**config.mk**
```make
export PLATFORM = sky130hd
export DESIGN_NAME = line_sense_ctrl
export DESIGN_NICKNAME = d
export VERILOG_FILES = /design/src/rtl/line_sense_ctrl.sv
export SDC_FILE = /design/constraint.sdc
export NUM_CORES = 1
export LEC_CHECK = 0
export ABC_AREA = 1
export BUFFER_PORTS_ARGS = -buffer_cell sky130_fd_sc_hd__buf_2
export CORE_MARGIN = 2
export CORE_UTILIZATION = 55
export CTS_CLUSTER_SIZE = 8
export DETAILED_ROUTE_END_ITERATION = 6
export PLACE_DENSITY_LB_ADDON = 0.12
export REMOVE_ABC_BUFFERS = 1
export SYNTH_ARGS = -nofsm -noshare
export SYNTH_HDL_FRONTEND = slang
export SYNTH_SLANG_ARGS = --single-unit
```
**constraint.sdc**
```tcl
create_clock -name clk -period 5.91 [get_ports clk]
set_clock_uncertainty 0.1 [all_clocks]
set_input_delay 0.2955 -clock clk [delete_from_list [all_inputs] [get_ports clk]]
set_output_delay 0.2955 -clock clk [all_outputs]
set_load 0.01 [all_outputs]
```
**src/rtl/line_sense_ctrl.sv**
```systemverilog
// rtl/line_sense_ctrl.sv - line/bumper sensor conditioning and steering classifier
// Raw inputs pass a 2-FF synchroniser and a per-input debounce filter before the FSM.
module line_sense_ctrl #(
  parameter int DEBOUNCE_CYCLES      = 500_000,
  parameter int JUNCTION_HOLD_CYCLES = 25_000_000,
  parameter int LOST_TIMEOUT_CYCLES  = 12_500_000
) (
  input  logic       clk,
  input  logic       rst,
  input  logic       sensorL,
  input  logic       sensorC,
  input  logic       sensorR,
  input  logic       bumper,
  input  logic       clearCollision,
  output logic       veerLeft,
  output logic       veerRight,
  output logic       collision,
  output logic       junction,
  output logic       lineLost,
  output logic [2:0] steerState
);

  typedef enum logic [2:0] {
    TRACK    = 3'd0,
    VEER_L   = 3'd1,
    VEER_R   = 3'd2,
    JUNCTION = 3'd3,
    LOST     = 3'd4,
    COLLIDE  = 3'd5
  } state_e;

  localparam logic [19:0] DB_LIMIT  = 20'(DEBOUNCE_CYCLES);
  localparam logic [24:0] HOLD_LAST = 25'(JUNCTION_HOLD_CYCLES - 1);
  localparam logic [23:0] LOST_LAST = 24'(LOST_TIMEOUT_CYCLES - 1);

  // bit 3 = bumper, bits 2:0 = {L, C, R}
  logic [3:0]       raw;
  logic [3:0]       sync1_q, sync1_d;
  logic [3:0]       sync2_q, sync2_d;
  logic [3:0]       filt_q, filt_d;
  logic [3:0][19:0] db_cnt_q, db_cnt_d;

  state_e      state_q, state_d;
  logic        veer_l_q, veer_l_d;
  logic        veer_r_q, veer_r_d;
  logic        collision_q, collision_d;
  logic        junction_q, junction_d;
  logic        line_lost_q, line_lost_d;
  logic [24:0] hold_cnt_q, hold_cnt_d;
  logic [23:0] lost_cnt_q, lost_cnt_d;

  logic [2:0]  pattern;
  logic        bump_f;
  logic        evaluate;

  assign raw     = {bumper, sensorL, sensorC, sensorR};
  assign pattern = filt_q[2:0];
  assign bump_f  = filt_q[3];

  always_comb begin
    sync1_d  = raw;
    sync2_d  = sync1_q;
    filt_d   = filt_q;
    db_cnt_d = db_cnt_q;
    for (int i = 0; i < 4; i++) begin
      if (sync2_q[i] == filt_q[i]) begin
        db_cnt_d[i] = '0;
      end else if (db_cnt_q[i] == DB_LIMIT) begin
        filt_d[i]   = sync2_q[i];
        db_cnt_d[i] = '0;
      end else begin
        db_cnt_d[i] = db_cnt_q[i] + 20'd1;
      end
    end
  end

  always_comb begin
    state_d     = state_q;
    veer_l_d    = veer_l_q;
    veer_r_d    = veer_r_q;
    collision_d = collision_q;
    junction_d  = 1'b0;
    line_lost_d = line_lost_q;
    hold_cnt_d  = hold_cnt_q;
    lost_cnt_d  = lost_cnt_q;
    evaluate    = 1'b0;

    if (state_q == COLLIDE) begin
      if (clearCollision && !bump_f) begin
        state_d     = TRACK;
        collision_d = 1'b0;
      end
    end else if (bump_f) begin
      state_d     = COLLIDE;
      collision_d = 1'b1;
      veer_l_d    = 1'b0;
      veer_r_d    = 1'b0;
      line_lost_d = 1'b0;
      hold_cnt_d  = '0;
      lost_cnt_d  = '0;
    end else begin
      case (state_q)
        JUNCTION: begin
          if (hold_cnt_q == HOLD_LAST) evaluate = 1'b1;
          else hold_cnt_d = hold_cnt_q + 25'd1;
        end
        LOST: begin
          if (pattern != 3'b000) begin
            evaluate = 1'b1;
          end else if (!line_lost_q) begin
            lost_cnt_d = lost_cnt_q + 24'd1;
            if (lost_cnt_q == LOST_LAST) begin
              line_lost_d = 1'b1;
              veer_l_d    = 1'b0;
              veer_r_d    = 1'b0;
            end
          end
        end
        TRACK, VEER_L, VEER_R: evaluate = 1'b1;
        default: begin
          state_d  = TRACK;
          veer_l_d = 1'b0;
          veer_r_d = 1'b0;
        end
      endcase
    end

    if (evaluate) begin
      hold_cnt_d  = '0;
      lost_cnt_d  = '0;
      line_lost_d = 1'b0;
      case (pattern)
        3'b010, 3'b101: begin
          state_d  = TRACK;
          veer_l_d = 1'b0;
          veer_r_d = 1'b0;
        end
        3'b100, 3'b110: begin
          state_d  = VEER_L;
          veer_l_d = 1'b1;
          veer_r_d = 1'b0;
        end
        3'b001, 3'b011: begin
          state_d  = VEER_R;
          veer_l_d = 1'b0;
          veer_r_d = 1'b1;
        end
        3'b111: begin
          state_d    = JUNCTION;
          junction_d = 1'b1;
          veer_l_d   = 1'b0;
          veer_r_d   = 1'b0;
        end
        // Veer outputs are kept so the drive keeps turning back toward the line.
        default: state_d = LOST;
      endcase
    end
  end

  always_ff @(posedge clk) begin
    if (rst) begin
      sync1_q     <= '0;
      sync2_q     <= '0;
      filt_q      <= '0;
      db_cnt_q    <= '0;
      state_q     <= TRACK;
      veer_l_q    <= 1'b0;
      veer_r_q    <= 1'b0;
      collision_q <= 1'b0;
      junction_q  <= 1'b0;
      line_lost_q <= 1'b0;
      hold_cnt_q  <= '0;
      lost_cnt_q  <= '0;
    end else begin
      sync1_q     <= sync1_d;
      sync2_q     <= sync2_d;
      filt_q      <= filt_d;
      db_cnt_q    <= db_cnt_d;
      state_q     <= state_d;
      veer_l_q    <= veer_l_d;
      veer_r_q    <= veer_r_d;
      collision_q <= collision_d;
      junction_q  <= junction_d;
      line_lost_q <= line_lost_d;
      hold_cnt_q  <= hold_cnt_d;
      lost_cnt_q  <= lost_cnt_d;
    end
  end

  assign veerLeft   = veer_l_q;
  assign veerRight  = veer_r_q;
  assign collision  = collision_q;
  assign junction   = junction_q;
  assign lineLost   = line_lost_q;
  assign steerState = state_q;

endmodule
```
==> out/metrics.cfg <==
[yosys]
synth_top_area_share_pct=37.0
ys_seq_area_share_pct=37.0
ys_ff_latch=149
ys_warn_count=0
synthSimpleGateAreaFrac_pct=40.4
synth_commonest_cells=260 x nand2_1, 211 x nor2_1, 151 x inv_1
synth_compound_area_share_pct=7.37
synth_area_leaders=dfxtp_1 37%, nand2_1 12%, nor2_1 9.8%, inv_1 7.0%, nand3_1 5.8%
synth_xor_area_share_pct=4.12
synth_largest_area_cell=dfxtp_1
muxShareOfSynthArea_pct=0
synth_flop_cell=dfxtp_1
synth_cell_types=41
synth_edf_count=0
synthArstFlopShare_pct=0
synth.cell_area_um2=8070
yosysMostFrequentCell=nand2_1
synth_top_family_by_area=simple AND/OR/NAND/NOR gates
synth_fa_ha_area_share_pct=1.55
netlist_instances=1213
syn_avg_cell_area_um2=6.65

[timing]
hold_viol=0
period_needed_ps=3300
rsz0062_at_grt=no
setup_viol=0
maxSlewHeadroom_pct=33.1
fin_crit_sh_pct=55.8
fmax_ghz=0.303
worst_pin_slew_ps=1000
tns_ps=0
maxSlewViolCount=0

[clocking]
cts_tree=yes
cts.sinks=149
htreeDepth=4
cts_inserted_buffers=17
clk_pin_slew_ps=60
clk-insertion-delay-late_ps=420
post_cts_buffers=0
clockRootBuffer=clkbuf_16
cts.path.max_buffers=2

[floorplan]
core-area_um2=14400
initial_core_util_pct=55.9
die_width_um=125
io_pins=15
dieArea_um2=15700
rows=44
die_y_um=125

[drt]
dr.pass1.iters=4
drt_wl_total_um=17100
viasPerCell=5.12
postRouteAntennaNets=0
drc=0
first_iter_violations=561
wire_per_inst_um=12.0
vias=7283

[final_layout]
area_growth_pct=9.15
fillers=1382
fin_util_pct=61.1
multiInputGateArea_um2=4310
final_net_count=1242
final_layout_size_suffix_gt1_share_pct=8.48
seqCellArea_um2=2980
diodes=0

[setup_path]
cp_max_fo=29
r2r_setup_slack_ps=2610
r2r_end=lost_cnt_q[23]$_SDFFE_PP0P_
cp-end-kind=flop
timing_worst_setup_path_type=reg2reg
r2r_start=filt_q[3]$_SDFFE_PP0P_
reg2regPathDepth=10
startpoint_type=flop
cp_data_required_time_ps=6160
arrival_ps=3540

[grt]
grt_overflow=0
grt.total_usage_pct=22.5
grt_max_degree=39
grt_pass1_vias=6433
grt_pass1_wl_um=29700
antenna_found_initial=0

[power]
power.total_mw=2.11
switching_share_pct=22.3
pwr_density_cell_nw_per_um2=239
p_clk_share_pct=49.4
seqPwrFrac_pct=48.1
p_comb_share_pct=2.4
intPower_mw=1.64
p_leak_nw=3.03
vdd.ir_drop.worst_v=0.000287
power_switching_mw=0.469

[outcome]
status=finished clean

[worst_hold_path]
min_from=rst
hold_depth=2
hp-class=in2reg
hold_end=sync2_q[1]$_SDFF_PP0_

[run]
maxCapViolations=0

[placement]
io_buffer_count=14
gp_congestion=0.867
dpl.hpwl_um=12000

==> critical path, stage by stage, from the launching register on <==
cell     delay (ps)
dfxtp_1         720
inv_1           640
nor2_1          280
inv_2           100
nand2_1         550
inv_2           280
nor2_1          250
nand3_1          90
nand2_1          70
nand2_1          50
nor2_1           80
==> metal layers <==
metal,vias up,routed length [um],GRT usage (%)
met5,-,0,0
met4,0,165,5.16
met3,11,773,4.84
met2,122,7470,35.2
met1,3229,8640,31.9
li1,3921,-,-
==> logic make-up after synthesis <==
family                   after synthesis
flip-flops                           149
XOR/XNOR                              38
AO/OA/AOI/OAI                        102
adder cells (fa/ha/maj)               10
buffers and inverters                184
AND/OR/NAND/NOR                      730
==> stage by stage <==
step | hold slack [ps] | cells | instance area (um2) | setup WS (ps)
2_1_floorplan | 265 | 1188 | 7900 | 3550
3_3_place_gp | 291 | 1386 | 8200 | 2750
3_5_place_dp | 298 | 1386 | 8200 | 2670
4_1_cts | 119 | 1422 | 8810 | 2640
5_1_grt | 123 | 1422 | 8810 | 2240
6_report | 125 | 1422 | 8810 | 2610
==> power by group through the flow <==
stage / clock [mW] / combinational (mW) / sequential [mW]
final: 1.04 / 0.0514 / 1.01
after global routing: 1.11 / 0.0589 / 1.01
after CTS: 1.06 / 0.0521 / 1.01
after detailed placement: 0 / 0.0499 / 1.04
after global placement: 0 / 0.0500 / 1.04
after floorplan: 0 / 0.0326 / 1.04
==> how the worst max path moves through the flow <==
stage                           start                     endpoint  slack [ps]  cells after the start
2_1_floorplan  filt_q[3]$_SDFFE_PP0P_  lost_cnt_q[21]$_SDFFE_PP0P_        3550                     10
3_3_place_gp   filt_q[3]$_SDFFE_PP0P_  lost_cnt_q[23]$_SDFFE_PP0P_        2750                     10
3_5_place_dp   filt_q[3]$_SDFFE_PP0P_  lost_cnt_q[23]$_SDFFE_PP0P_        2670                     10
4_1_cts        filt_q[3]$_SDFFE_PP0P_  lost_cnt_q[23]$_SDFFE_PP0P_        2640                     10
5_1_grt        filt_q[3]$_SDFFE_PP0P_  lost_cnt_q[23]$_SDFFE_PP0P_        2240                     10
6_report       filt_q[3]$_SDFFE_PP0P_  lost_cnt_q[23]$_SDFFE_PP0P_        2610                     10
==> state kept, by name (all words and copies together), names as in the netlist <==
signal,cells
filt_q,4
lost_cnt_q,24
lineLost,1
sync2_q,4
db_cnt_q,80
collision,1
veerLeft,1
hold_cnt_q,25
steerState,3
veerRight,1
junction,1
sync1_q,4
==> layout make-up <==
type | count | share of cell area (%)
repair buffers | 18 | 1.25
clock inverters | 10 | 1.09
clock buffers | 22 | 5.38
well taps | 184 | 2.61
inverters | 159 | 6.83
multi-input cells | 880 | 49.0
flip-flops and latches | 149 | 33.9
==> timing repair <==
item / 4_1_cts / 5_1_grt
endpoints found under the hold margin: 4 / 0
hold buffers: 4 / 0
gates resized for setup: 0 / 0
==> cell usage in the layout, fill, tap and decap left out, drive strengths merged <==
cell and instances:
xnor2 8, nand4 38, clkinv 2, inv 162
clkinvlp 4, nor3 69, or2 7, bufinv 1
or3 1, o21bai 3, nand2 281, o22ai 1
a21o 1, o211ai 2, o21ai 19, ha 10
clkbuf 22, nand3b 2, nor4 7, xor2 30
dfxtp 149, dlygate4sd3 4, a31oi 3, a31o 1
and3 2, buf 14, nor3b 15, nand3 95
nor2 213, a21oi 72
Note: power is estimated with default switching activity, not from simulation.
